===== config.mk =====
export PLATFORM = sky130hd
export DESIGN_NAME = lvdc_serial_xfer_reg
export DESIGN_NICKNAME = d
export VERILOG_FILES = /design/src/rtl/lvdc_pkg.sv /design/src/rtl/lvdc_bit_counter.sv /design/src/rtl/lvdc_serial_xfer_reg.sv
export SDC_FILE = /design/constraint.sdc
export NUM_CORES = 1
export LEC_CHECK = 0
export CORE_MARGIN = 10
export CORE_UTILIZATION = 47
export DETAILED_ROUTE_END_ITERATION = 8
export GPL_ROUTABILITY_DRIVEN = 1
export GPL_TIMING_DRIVEN = 0
export PLACE_DENSITY = 0.78
export SYNTH_ARGS = -nofsm -noshare
export SYNTH_HDL_FRONTEND = slang
export SYNTH_SLANG_ARGS = --single-unit

===== constraint.sdc =====
create_clock -name CLK -period 2.2 [get_ports CLK]
set_clock_uncertainty 0.2 [all_clocks]
set_input_delay 0.55 -clock CLK [delete_from_list [all_inputs] [get_ports CLK]]
set_output_delay 0.55 -clock CLK [all_outputs]
set_load 0.05 [all_outputs]

===== src/rtl/lvdc_pkg.sv =====
// Shared types for the LVDC serial transfer register family.
//   xfer_mode_t  : transfer mode carried on MODE and latched on START
//   xfer_state_t : control state of the transfer sequencer
//   parity_term  : the bit a shift contributes to the parity accumulator
package lvdc_pkg;

   typedef enum logic [1:0] {
      SHIFT_IN  = 2'b00,
      RECIRC    = 2'b01,
      SHIFT_OUT = 2'b10,
      EXCHANGE  = 2'b11
   } xfer_mode_t;

   typedef enum logic {
      IDLE  = 1'b0,
      SHIFT = 1'b1
   } xfer_state_t;

   // Modes that pull bits from SIN count the incoming bit; modes that
   // only move existing contents count the bit leaving through PQ[0].
   function automatic logic parity_term(input xfer_mode_t m, input logic sin, input logic q0);
      logic t;
      case (m)
         RECIRC, SHIFT_OUT: t = q0;
         default:           t = sin;
      endcase
      return t;
   endfunction

endpackage


===== src/rtl/lvdc_bit_counter.sv =====
// Up-counter used to sequence bit-serial transfers.
//   clk, rst : clock, asynchronous active-high reset
//   clr      : synchronous clear (wins over en)
//   en       : count one step
//   cnt      : current count
//   tc       : count has reached N
module lvdc_bit_counter #(
   parameter int CNT_W = 4,
   parameter int N     = 13
) (
   input  logic             clk,
   input  logic             rst,
   input  logic             clr,
   input  logic             en,
   output logic [CNT_W-1:0] cnt,
   output logic             tc
);

   localparam logic [CNT_W-1:0] TERM = CNT_W'(N);

   always_ff @(posedge clk or posedge rst) begin
      if (rst)      cnt <= '0;
      else if (clr) cnt <= '0;
      else if (en)  cnt <= cnt + 1'b1;
   end

   assign tc = (cnt == TERM);

endmodule


===== src/rtl/lvdc_serial_xfer_reg.sv =====
// Parametrised serial/parallel transfer register. Shifts WIDTH bits LSB
// first on BT strobes, supports parallel load and four transfer modes,
// accumulates parity over the transferred bits and flags misuse.
//   CLK, RST : clock, asynchronous active-high reset
//   BT       : bit-time strobe (one shift per pulse while busy)
//   START    : begin a WIDTH-bit transfer, MODE sampled with it
//   SIN      : serial input
//   PLD, PD  : parallel load request and data (idle only)
//   CLR      : synchronous clear / abort
//   SOUT     : PQ[0]
//   PQ       : register contents
//   BUSY     : transfer in progress
//   DONE     : one-cycle pulse after the final shift
//   PAR      : parity of the last completed transfer
//   ERR      : sticky misuse flag (START/PLD while busy)
module lvdc_serial_xfer_reg
   import lvdc_pkg::*;
#(
   parameter int WIDTH      = 13,
   parameter bit PARITY_ODD = 1'b1
) (
   input  logic             CLK,
   input  logic             RST,
   input  logic             BT,
   input  logic             START,
   input  logic [1:0]       MODE,
   input  logic             SIN,
   input  logic             PLD,
   input  logic [WIDTH-1:0] PD,
   input  logic             CLR,
   output logic             SOUT,
   output logic [WIDTH-1:0] PQ,
   output logic             BUSY,
   output logic             DONE,
   output logic             PAR,
   output logic             ERR
);

   localparam int CNT_W = $clog2(WIDTH + 1);
   localparam logic [CNT_W-1:0] LAST = CNT_W'(WIDTH - 1);

   xfer_state_t      state_q, state_d;
   xfer_mode_t       mode_q;
   logic [WIDTH-1:0] pq_q;
   logic [CNT_W-1:0] cnt;
   logic             cnt_tc;
   logic             acc_q;
   logic             accept, shift_en, last_shift, misuse;
   logic             msb_in, pterm;

   lvdc_bit_counter #(.CNT_W(CNT_W), .N(WIDTH)) u_cnt (
      .clk (CLK),
      .rst (RST),
      .clr (accept | CLR),
      .en  (shift_en),
      .cnt (cnt),
      .tc  (cnt_tc)
   );

   always_ff @(posedge CLK or posedge RST) begin
      if (RST) state_q <= IDLE;
      else     state_q <= state_d;
   end

   always_comb begin
      state_d    = state_q;
      accept     = 1'b0;
      shift_en   = 1'b0;
      last_shift = 1'b0;
      misuse     = 1'b0;
      case (state_q)
         IDLE: begin
            // BT in the accepting cycle is dropped; first shift is next BT.
            if (START) begin
               accept  = 1'b1;
               state_d = SHIFT;
            end
         end
         SHIFT: begin
            misuse = START | PLD;
            // tc guard keeps a stray count from ever shifting past WIDTH.
            if (BT && !cnt_tc) begin
               shift_en = 1'b1;
               if (cnt == LAST) begin
                  last_shift = 1'b1;
                  state_d    = IDLE;
               end
            end
         end
         default: state_d = IDLE;
      endcase
      if (CLR) begin
         state_d    = IDLE;
         accept     = 1'b0;
         shift_en   = 1'b0;
         last_shift = 1'b0;
         misuse     = 1'b0;
      end
   end

   always_comb begin
      msb_in = SIN;
      case (mode_q)
         RECIRC:    msb_in = pq_q[0];
         SHIFT_OUT: msb_in = 1'b0;
         default:   msb_in = SIN;
      endcase
      pterm = parity_term(mode_q, SIN, pq_q[0]);
   end

   always_ff @(posedge CLK or posedge RST) begin
      if (RST) begin
         pq_q   <= '0;
         mode_q <= SHIFT_IN;
         acc_q  <= 1'b0;
         PAR    <= 1'b0;
         DONE   <= 1'b0;
         ERR    <= 1'b0;
      end else begin
         DONE <= last_shift;
         if (CLR) begin
            pq_q <= '0;
            ERR  <= 1'b0;
         end else begin
            // Load lands on the same edge as START, so shifting uses PD.
            if (state_q == IDLE && PLD) pq_q <= PD;
            if (accept) begin
               mode_q <= xfer_mode_t'(MODE);
               acc_q  <= PARITY_ODD;
            end
            if (misuse) ERR <= 1'b1;
            if (shift_en) begin
               pq_q  <= {msb_in, pq_q[WIDTH-1:1]};
               acc_q <= acc_q ^ pterm;
            end
            if (last_shift) PAR <= acc_q ^ pterm;
         end
      end
   end

   assign PQ   = pq_q;
   assign SOUT = pq_q[0];
   assign BUSY = (state_q == SHIFT);

endmodule


==> reports/metrics.cfg, run 1 <==
[worst_setup_path]
cp_slowest_cell=dlygate4sd2_1
cp_data_arrival_time_ps=1320
r2r_cells=6
cp_top_family=buffers and inverters
critPathKind=flop to output port
path_buf_inv=1
crit_fanout=5
required_ps=1450
end_kind=output port
timing.rr.start=u_cnt.cnt[1]
crit_path_start_kind=flop
worstReg2RegEnd=PQ[8]
crit_chain=dlygate4sd2_1
rrSetupSlack_ps=450
critPathMaxStageDelay_ps=550

[global_routing]
antenna_found_initial=0
track_usage=0.136
grt_max_degree=25
grt_first_pass_wirelength_um=6040
first_global_vias=1200
overflow=0

[logic_synthesis]
yosysSeqAreaShare=0.415
netlist_instances=125
synth_ff_type=dfrtp_1
synth_edf_count=0
synthAdderAreaFrac=0.0346
ys_top_cells_by_count=24 x dfrtp_1, 20 x nand3_1, 10 x a2bb2oi_2
synth.area.top_cells=dfrtp_1 42%, a2bb2oi_2 10%, nand3_1 6.9%
synth_area_per_cell_um2=11.6
synth_simple_gate_area_frac=0.164
ys_ff_latch=24
async_reset_ff_frac=1.00
synth_top_family_by_area=compound AO/OA/AOI/OAI gates
ys_types=38
netlist_area_um2=1450
synth_xor_area_frac=0.00606
yosys.cell_count.top_type=dfrtp_1
syn_nets=151
yosys.area.top_type=dfrtp_1
synth_top_area_share=0.415
synth_compound_area_frac=0.269
yosysWarningCount=0
synthMuxAreaShare=0.0355

[place]
hpwl_um=2930
place_ws_ps=5.30
routabilityCongestion=0.794
port_buffers=39

[sta]
layout_min_cycle_time_ps=2070
slew_viol_final=0
finalSetupTns_ps=0
relSlewSlack=0.384
finalCritPeriodShare=0.942
setup_viol=0
rsz0062_at_grt=false
hold_viol=0
maxClockFrequency_mhz=483
setup_ws_ps=128
tightest_slew_ps=923

[cts]
clockRootBuffer=clkbuf_4
cts.sinks=24
cts_made_buffers=3
postCtsSetupRepairBufs=0
hold_buffers=0
cts_tree=yes
cts_resized=18
cts_buffer_depth=2
htreeDepth=1
insertion_delay_ps=310
clk_pin_slew_ps=130

[die]
die_h_um=75.5
ios=40
start_util=0.482
dieArea_um2=5700
die_w_um=75.5
coreArea_um2=3000
rows=20

[routing]
ant_nets=0
remaining_drc_errors=0
viasPerCell=5.83
wl_um=3620
drtIter0Drc=73
routedWlPerCell_um=18.1
first_pass_iters=5
vias=1166

[worst_hold_path]
worstHoldStart=ERR
holdPathEnd=ERR
hp-class=flop to flop
hold_depth=2

[layout]
final.fill_count=277
regArea_um2=601
drive_gt1_frac=0.228
antenna_cells=0
fin_nets=195
synthToLayoutAreaGrowth_pct=29.6
multiInputGateArea_um2=737

[flow_run]
max_cap_viol_count=0

[power_and_ir_drop]
p_leak_uw=0.000795
max-vdd-ir-drop_v=0.000294
p_per_area_nw_per_um2=569

[status]
status=complete, no violations

## through the flow
stage	power, uW	utilization	cells	area, um2	hold slack, ps
finish	1070	0.624	200	1870	321
global route	1120	0.624	200	1870	362
CTS	1070	0.625	200	1880	327
detailed placement	906	0.625	197	1880	313
global placement	896	0.625	197	1880	299
floorplan	770	-	125	1450	287
## state kept, by name, summed over array words and instances (netlist names)
name,cells
acc_q,1
u_cnt.cnt,4
mode_q,2
ERR,1
PQ,13
DONE,1
BUSY,1
PAR,1
## cell families (layout without fill, tap and decap cells)
group | Yosys count | count (layout)
simple gates | 37 | 37
fa+ha+maj | 4 | 4
buf+inv | 17 | 59
xor+xnor | 1 | 1
mux | 5 | 5
compound gates | 37 | 37
flops | 24 | 24
## tightest hold or removal path, delay by kind of cell (launching register included)
family	cells	cell delay (ps)
DFF	1	390
buffers and inverters	1	50
AOI/OAI and AO/OA	1	50
## power breakdown
| group | leakage, uW | switching (uW) | internal, uW | total, uW |
|---|---|---|---|---|
| clock network | 0.0000138 | 130 | 64.1 | 195 |
| registers | 0.000304 | 31.7 | 478 | 510 |
| logic | 0.000478 | 210 | 151 | 362 |
## how the worst max path moves through the flow
stage	from	end	slack, ps	cells after the start
after floorplan	BUSY	PQ[10]	450	5
after global placement	CLR	PQ[8]	30	5
after detailed placement	CLR	PQ[8]	5	5
after CTS	PQ[0]	PQ[0]	8	2
after global routing	PQ[0]	SOUT	70	1
final	PQ[0]	SOUT	130	1
## per-layer routing
metal,wire length (um),vias to the layer above,track usage
met4,51,0,0.0495
met5,0,-,0
met2,1930,21,0.234
met1,1510,575,0.167
li1,-,565,-
met3,130,5,0.0208
## cells in the final DEF (no fill, tap or decap), types with 3 or more instances in the layout
master / instances
clkbuf_4: 4
o21ai_0: 4
dlygate4sd2_1: 17
nand3_1: 20
ha_1: 4
o221ai_1: 9
o221ai_2: 3
nand2_1: 3
a2bb2oi_2: 10
inv_1: 6
a21oi_1: 3
buf_4: 5
mux2i_1: 4
clkdlybuf4s50_1: 21
dfrtp_1: 24
## final cells by class
class / count / share of cell area
well taps: 33 / 0.0220
plain buffers: 10 / 0.0434
inverters: 7 / 0.0147
repair buffers: 39 / 0.194
multi-input cells: 84 / 0.393
clock buffers: 3 / 0.0120
flip-flops and latches: 24 / 0.320
Power figures use the tool's default switching activity.
==> run 2: changes to the inputs <==
--- a/config.mk
+++ b/config.mk
@@ -6,11 +6,14 @@
 export NUM_CORES = 1
 export LEC_CHECK = 0
 export CORE_MARGIN = 10
-export CORE_UTILIZATION = 47
+export CORE_UTILIZATION = 48
+export CTS_BUF_LIST = sky130_fd_sc_hd__clkbuf_4
 export DETAILED_ROUTE_END_ITERATION = 8
 export GPL_ROUTABILITY_DRIVEN = 1
 export GPL_TIMING_DRIVEN = 0
-export PLACE_DENSITY = 0.78
+export PLACE_DENSITY = 0.82
+export SLEW_MARGIN = 5
 export SYNTH_ARGS = -nofsm -noshare
 export SYNTH_HDL_FRONTEND = slang
+export SYNTH_HIERARCHICAL = 1
 export SYNTH_SLANG_ARGS = --single-unit
==> reports/metrics.cfg, run 2 <==
[logic_synthesis]
netlist_instances=130  ; +4.0%
synth.area.top_cells=dfrtp_1 46%, a211o_1 8.1%, a2bb2oi_1 8.1%
ys_ff_latch=24  ; unchanged
synth_area_per_cell_um2=9.99  ; -14%
synth_top_area_share=0.462  ; +0.0472
yosysWarningCount=6  ; +6
yosys.area.top_type=dfrtp_1
synth_edf_count=0  ; unchanged
synth_ff_type=dfrtp_1
yosysSeqAreaShare=0.462  ; +0.0472
async_reset_ff_frac=1.00  ; unchanged
ys_types=37  ; -2.6%
syn_nets=155  ; +2.6%
netlist_area_um2=1300  ; -10%
ys_top_cells_by_count=24 x dfrtp_1, 20 x inv_1, 14 x nand2_1
yosys.cell_count.top_type=dfrtp_1

[routing]
route.met2.wl_um=1500  ; -22%
viasPerCell=5.26  ; -9.8%
drt-met1-wl_um=1470  ; -2.1%
dr.max_layer_used=met4
wl_um=3240  ; -11%
ant_nets=0  ; unchanged
vias=1109  ; -4.9%
first_pass_iters=4  ; -1
remaining_drc_errors=0  ; unchanged
drtIter0Drc=62  ; -15%
wl_met3_um=230  ; +77%
routedWlPerCell_um=15.3  ; -15%

[layout]
antenna_cells=0  ; unchanged
final.fill_count=206  ; -26%
synthToLayoutAreaGrowth_pct=39.8
largest_register_ffs=13  ; unchanged
drive_gt1_frac=0.138  ; -0.0894
final_common_cell=dfrtp_1
fin_nets=207  ; +6.2%
layout_common_cells=24 x dfrtp_1, 20 x inv_1, 20 x clkdlybuf4s50_1, 17 x dlygate4sd2_1, 14 x nand2_1

[cts]
cts_tree=yes
insertion_delay_ps=320  ; about the same
hold_buffers=0  ; unchanged
cts_buffer_depth=2  ; unchanged
htreeDepth=1  ; unchanged
clockRootBuffer=clkbuf_4
cts.sinks=24  ; unchanged
clk_pin_slew_ps=130  ; about the same
cts_made_buffers=3  ; unchanged

[worst_setup_path]
crit_path_start_kind=flop
critPathKind=flop to output port
worstReg2RegEnd=u_cnt/cnt[3]
timing.rr.start=u_cnt/cnt[0]
crit_fanout=5  ; unchanged
required_ps=1450  ; about the same
end_kind=output port
cp_data_arrival_time_ps=1370  ; +50 ps
rrSetupSlack_ps=110  ; -340 ps
r2r_cells=7  ; +1

[global_routing]
antenna_found_initial=0  ; unchanged
first_global_vias=1117  ; -6.9%
grt_max_degree=21  ; -16%
track_usage=0.125  ; -0.0109
grt_first_pass_wirelength_um=5380  ; -11%
overflow=0  ; unchanged

[sta]
finalCritPeriodShare=0.964  ; +0.0222
maxClockFrequency_mhz=472  ; -2.3%
tightest_slew_ps=799  ; -125 ps
hold_viol=0  ; unchanged
slew_viol_final=0  ; unchanged
finalSetupTns_ps=0  ; unchanged
layout_min_cycle_time_ps=2120  ; +48.8 ps
setup_viol=0  ; unchanged
relSlewSlack=0.467  ; +0.0832
whs_ps=226  ; -95.1 ps
setup_ws_ps=79.6  ; -48.8 ps

[place]
port_buffers=38  ; -2.6%
hpwl_um=2350  ; -20%
place_ws_ps=-317  ; -322 ps
routabilityCongestion=0.782  ; -1.5%

[power_and_ir_drop]
p_per_area_nw_per_um2=581  ; +2.1%
p_leak_uw=0.000941  ; +18%
max-vdd-ir-drop_v=0.000439  ; +50%

[die]
dieArea_um2=5190  ; -9.0%
die_w_um=72.0  ; -4.6%
coreArea_um2=2520  ; -16%
die_h_um=72.0  ; -4.6%
start_util=0.515  ; +0.0332
rows=18  ; -10%
ios=40  ; unchanged

[worst_hold_path]
hp-class=primary input to async pin

[status]
status=complete, no violations

[flow_run]
max_cap_viol_count=0  ; unchanged

-- run 2: cell families after synthesis --
logic type,share of synthesized area
buffers and inverters,0.104
flip-flops,0.462
AO/OA/AOI/OAI,0.229
AND/OR/NAND/NOR,0.126
XOR/XNOR,0.0135
adder cells (fa/ha/maj),0.0289
multiplexers,0.0356
-- run 2: how the worst max path moves through the flow --
stage	cells after the start	end	from	slack, ps
finish	2	PQ[0]	PQ[0]	80
global route	8	PQ[0]	u_cnt/cnt[1]	-20
CTS	2	PQ[0]	PQ[0]	40
detailed placement	6	u_cnt/cnt[3]	BT	-320
global placement	6	u_cnt/cnt[3]	BT	-310
floorplan	7	u_cnt/cnt[3]	u_cnt/cnt[0]	90
-- run 2: worst max-delay path, cell delays in order, from the launching register on --
cell and delay [ps]:
dfrtp_1 440, buf_4 130, clkdlybuf4s15_1 480
-- run 2: what timing repair did --
action,4_1_cts,5_1_grt
buffers inserted,2,7
gates resized for setup,20,6
hold endpoints to repair,0,0
pin swaps,0,1
endpoints found under the setup margin,19,2
-- run 2: metal layers --
layer,up-vias,track usage
met5,-,0
met4,0,0.0387
met3,4,0.0463
met2,29,0.202
met1,526,0.150
li1,550,-
-- run 2: metrics by stage --
step | std cells | total power [uW] | utilization | cell area [um2]
final | 211 | 1050 | 0.720 | 1820
after global placement | 198 | 866 | 0.681 | 1720
after CTS | 204 | 1050 | 0.690 | 1740
after floorplan | 130 | 746 | - | 1300
after global routing | 211 | 1110 | 0.720 | 1820
after detailed placement | 198 | 873 | 0.681 | 1720
-- run 2: area by class of cell --
class	instances	area (um2)	share of cell area
Sequential cell	24	601	0.331
Multi-Input combinational cell	77	574	0.316
Timing Repair Buffer	47	427	0.235
Buffer	9	75.1	0.0414
Inverter	20	75.1	0.0414
Tap cell	30	37.5	0.0207
Clock buffer	3	22.5	0.0124
Clock inverter	1	3.75	0.00207
-- run 2: power by group --
part	switching, uW	internal [uW]	total, uW
Clock	135	66.6	202
Sequential	28.4	479	507
Combinational	200	145	345
Total	364	690	1050
==> run 3: changes to the inputs <==
--- a/config.mk
+++ b/config.mk
@@ -5,8 +5,9 @@
 export SDC_FILE = /design/constraint.sdc
 export NUM_CORES = 1
 export LEC_CHECK = 0
+export ABC_AREA = 1
 export CORE_MARGIN = 10
-export CORE_UTILIZATION = 48
+export CORE_UTILIZATION = 50
 export CTS_BUF_LIST = sky130_fd_sc_hd__clkbuf_4
 export DETAILED_ROUTE_END_ITERATION = 8
 export GPL_ROUTABILITY_DRIVEN = 1
==> reports/metrics.cfg, run 3 <==
[worst_setup_path]
cp_data_arrival_time_ps=1380  ; about the same
required_ps=1450  ; about the same
crit_path_start_kind=flop
end_kind=output port
crit_chain=dlygate4sd2_1
critPathMaxStageDelay_ps=570  ; +90 ps
cp_top_family=buffers and inverters
critPathKind=flop to output port
cp_slowest_cell=dlygate4sd2_1
path_buf_inv=1  ; -1
crit_fanout=6  ; +1

[logic_synthesis]
ys_top_cells_by_count=57 x nand2_1, 38 x inv_1, 24 x dfrtp_1
syn_nets=229  ; +48%
netlist_instances=204  ; +57%
yosys.cell_count.top_type=nand2_1
netlist_area_um2=1470  ; +13%
async_reset_ff_frac=1.00  ; unchanged
synth_top_area_share=0.409  ; -0.0539
synth_area_per_cell_um2=7.21  ; -28%
synth.area.top_cells=dfrtp_1 41%, nand2_1 15%, inv_1 9.7%
synth_edf_count=0  ; unchanged
ys_types=20  ; -46%
yosysWarningCount=6  ; unchanged
synth_ff_type=dfrtp_1
ys_ff_latch=24  ; unchanged
yosys.area.top_type=dfrtp_1
yosysSeqAreaShare=0.409  ; -0.0539

[worst_hold_path]
hp-class=primary input to async pin

[flow_run]
max_cap_viol_count=0  ; unchanged

[routing]
ant_nets=0  ; unchanged
drt-met1-wl_um=1620  ; +10%
vias=1428  ; +29%
route.met2.wl_um=1750  ; +16%
routedWlPerCell_um=13.1  ; -15%
wl_um=3680  ; +14%
wl_met3_um=235  ; +2.2%
first_pass_iters=4  ; unchanged
drtIter0Drc=82  ; +32%
dr.max_layer_used=met4
remaining_drc_errors=0  ; unchanged
viasPerCell=5.08  ; -3.3%

[layout]
antenna_cells=0  ; unchanged
final_util=0.704  ; -0.0157
layout_common_cells=57 x nand2_1, 37 x inv_1, 23 x dfrtp_1, 21 x clkdlybuf4s50_1, 18 x nand3_1
drive_gt1_frac=0.0800  ; -0.0581
largest_register_ffs=13  ; unchanged
final_common_cell=nand2_1
synthToLayoutAreaGrowth_pct=33.2
final.fill_count=233  ; +13%
fin_nets=276  ; +33%

[place]
port_buffers=39  ; +2.6%
hpwl_um=2700  ; +15%
routabilityCongestion=0.811  ; +3.6%

[sta]
rsz0062_at_grt=false
layout_min_cycle_time_ps=2130  ; +8.48 ps
maxClockFrequency_mhz=470  ; -0.40%
setup_viol=0  ; unchanged
finalCritPeriodShare=0.968  ; +0.00386
hold_viol=0  ; unchanged
slew_viol_final=0  ; unchanged
finalSetupTns_ps=0  ; unchanged
tightest_slew_ps=807  ; +8.39 ps
relSlewSlack=0.461  ; -0.00560

[cts]
cts.sinks=24  ; unchanged
cts_buffer_depth=2  ; unchanged
cts_made_buffers=3  ; unchanged
clk_pin_slew_ps=150  ; +20 ps
clockRootBuffer=clkbuf_4
htreeDepth=1  ; unchanged
insertion_delay_ps=330  ; about the same
cts_tree=yes

[power_and_ir_drop]
max-vdd-ir-drop_v=0.000426  ; -3.0%
total_power_uw=1200  ; +13%
p_leak_uw=0.00107  ; +14%
p_per_area_nw_per_um2=611  ; +5.2%

[die]
ios=40  ; unchanged
coreArea_um2=2780  ; +10%
die_w_um=74.2  ; +3.1%
start_util=0.529  ; +0.0137
rows=19  ; +1
dieArea_um2=5510  ; +6.2%
die_h_um=74.2  ; +3.1%

[global_routing]
first_global_vias=1391  ; +25%
track_usage=0.137  ; +0.0116
overflow=0  ; unchanged
grt_max_degree=21  ; unchanged
antenna_found_initial=0  ; unchanged
grt_first_pass_wirelength_um=6050  ; +12%

[status]
status=complete, no violations

==> run 3: cell count changes after synthesis, moves of 2 or more <==
cell,delta
nand4_1,+13
inv_1,+18
nand2_1,+43
a211o_1,-12
o21ai_0,+2
nand3_1,+18
nand3b_1,+11
nor2_1,+10
clkbuf_1,+2
a2bb2oi_1,-12
mux2i_1,-2
==> run 3: metal layers <==
| layer | up-vias | global-route usage |
|---|---|---|
| li1 | 734 | - |
| met1 | 648 | 0.155 |
| met2 | 37 | 0.239 |
| met3 | 9 | 0.0386 |
| met4 | 0 | 0.0508 |
| met5 | - | 0 |
==> run 3: worst paths after layout <==
path                                end  slack [ps]  depth (start not counted)         start
max in group asynchronous         PQ[1]         810                          2           RST
setup reg to reg           u_cnt/cnt[3]         160                         11  u_cnt/cnt[0]
min in group CLK              mode_q[0]         320                          2     mode_q[0]
hold / removal             u_cnt/cnt[3]         220                          2           RST
hold reg to reg               mode_q[0]         320                          2     mode_q[0]
setup / recovery                   BUSY          70                          1          BUSY
==> run 3: power breakdown <==
group	leakage (uW)	internal [uW]	switching (uW)
clock	0.0000279	184	145
combinational	0.000741	128	233
sequential	0.000305	477	28.3
==> run 3: per-stage QoR <==
step                hold slack [ps]  std cells  setup slack, ps  area, um2
floorplan                       116        204              268       1470
global placement                283        274            -95.7       1900
detailed placement              294        274             -122       1900
CTS                             221        278             40.1       1930
global route                    226        281             22.1       1960
finish                          216        281             71.1       1960
==> run 3: cell type report <==
| cell class | count | area, um2 | share of cell area |
|---|---|---|---|
| clock inverters | 1 | 30.0 | 0.0153 |
| inverters | 38 | 143 | 0.0728 |
| repair buffers | 42 | 392 | 0.200 |
| clock buffers | 3 | 22.5 | 0.0115 |
| well taps | 31 | 38.8 | 0.0198 |
| flip-flops and latches | 24 | 602 | 0.307 |
| multi-input cells | 132 | 669 | 0.342 |
| plain buffers | 10 | 61.3 | 0.0313 |
==> run 3: cells by family (layout without fill, tap and decap cells) <==
kind of cell    after synthesis  in the layout  share of synthesized area
flops                        24             24                      0.409
buf+inv                      48             94                      0.136
fa+ha+maj                     3              3                     0.0255
simple gates                121            121                      0.401
compound gates                8              8                     0.0289
==> run 3: what timing repair did <==
action	CTS	global route
setup buffers	0	3
pin swaps	0	1
hold buffers	0	0
hold endpoints to repair	0	0
resized for setup	18	4
gates cloned	0	0
setup endpoints to repair	18	2
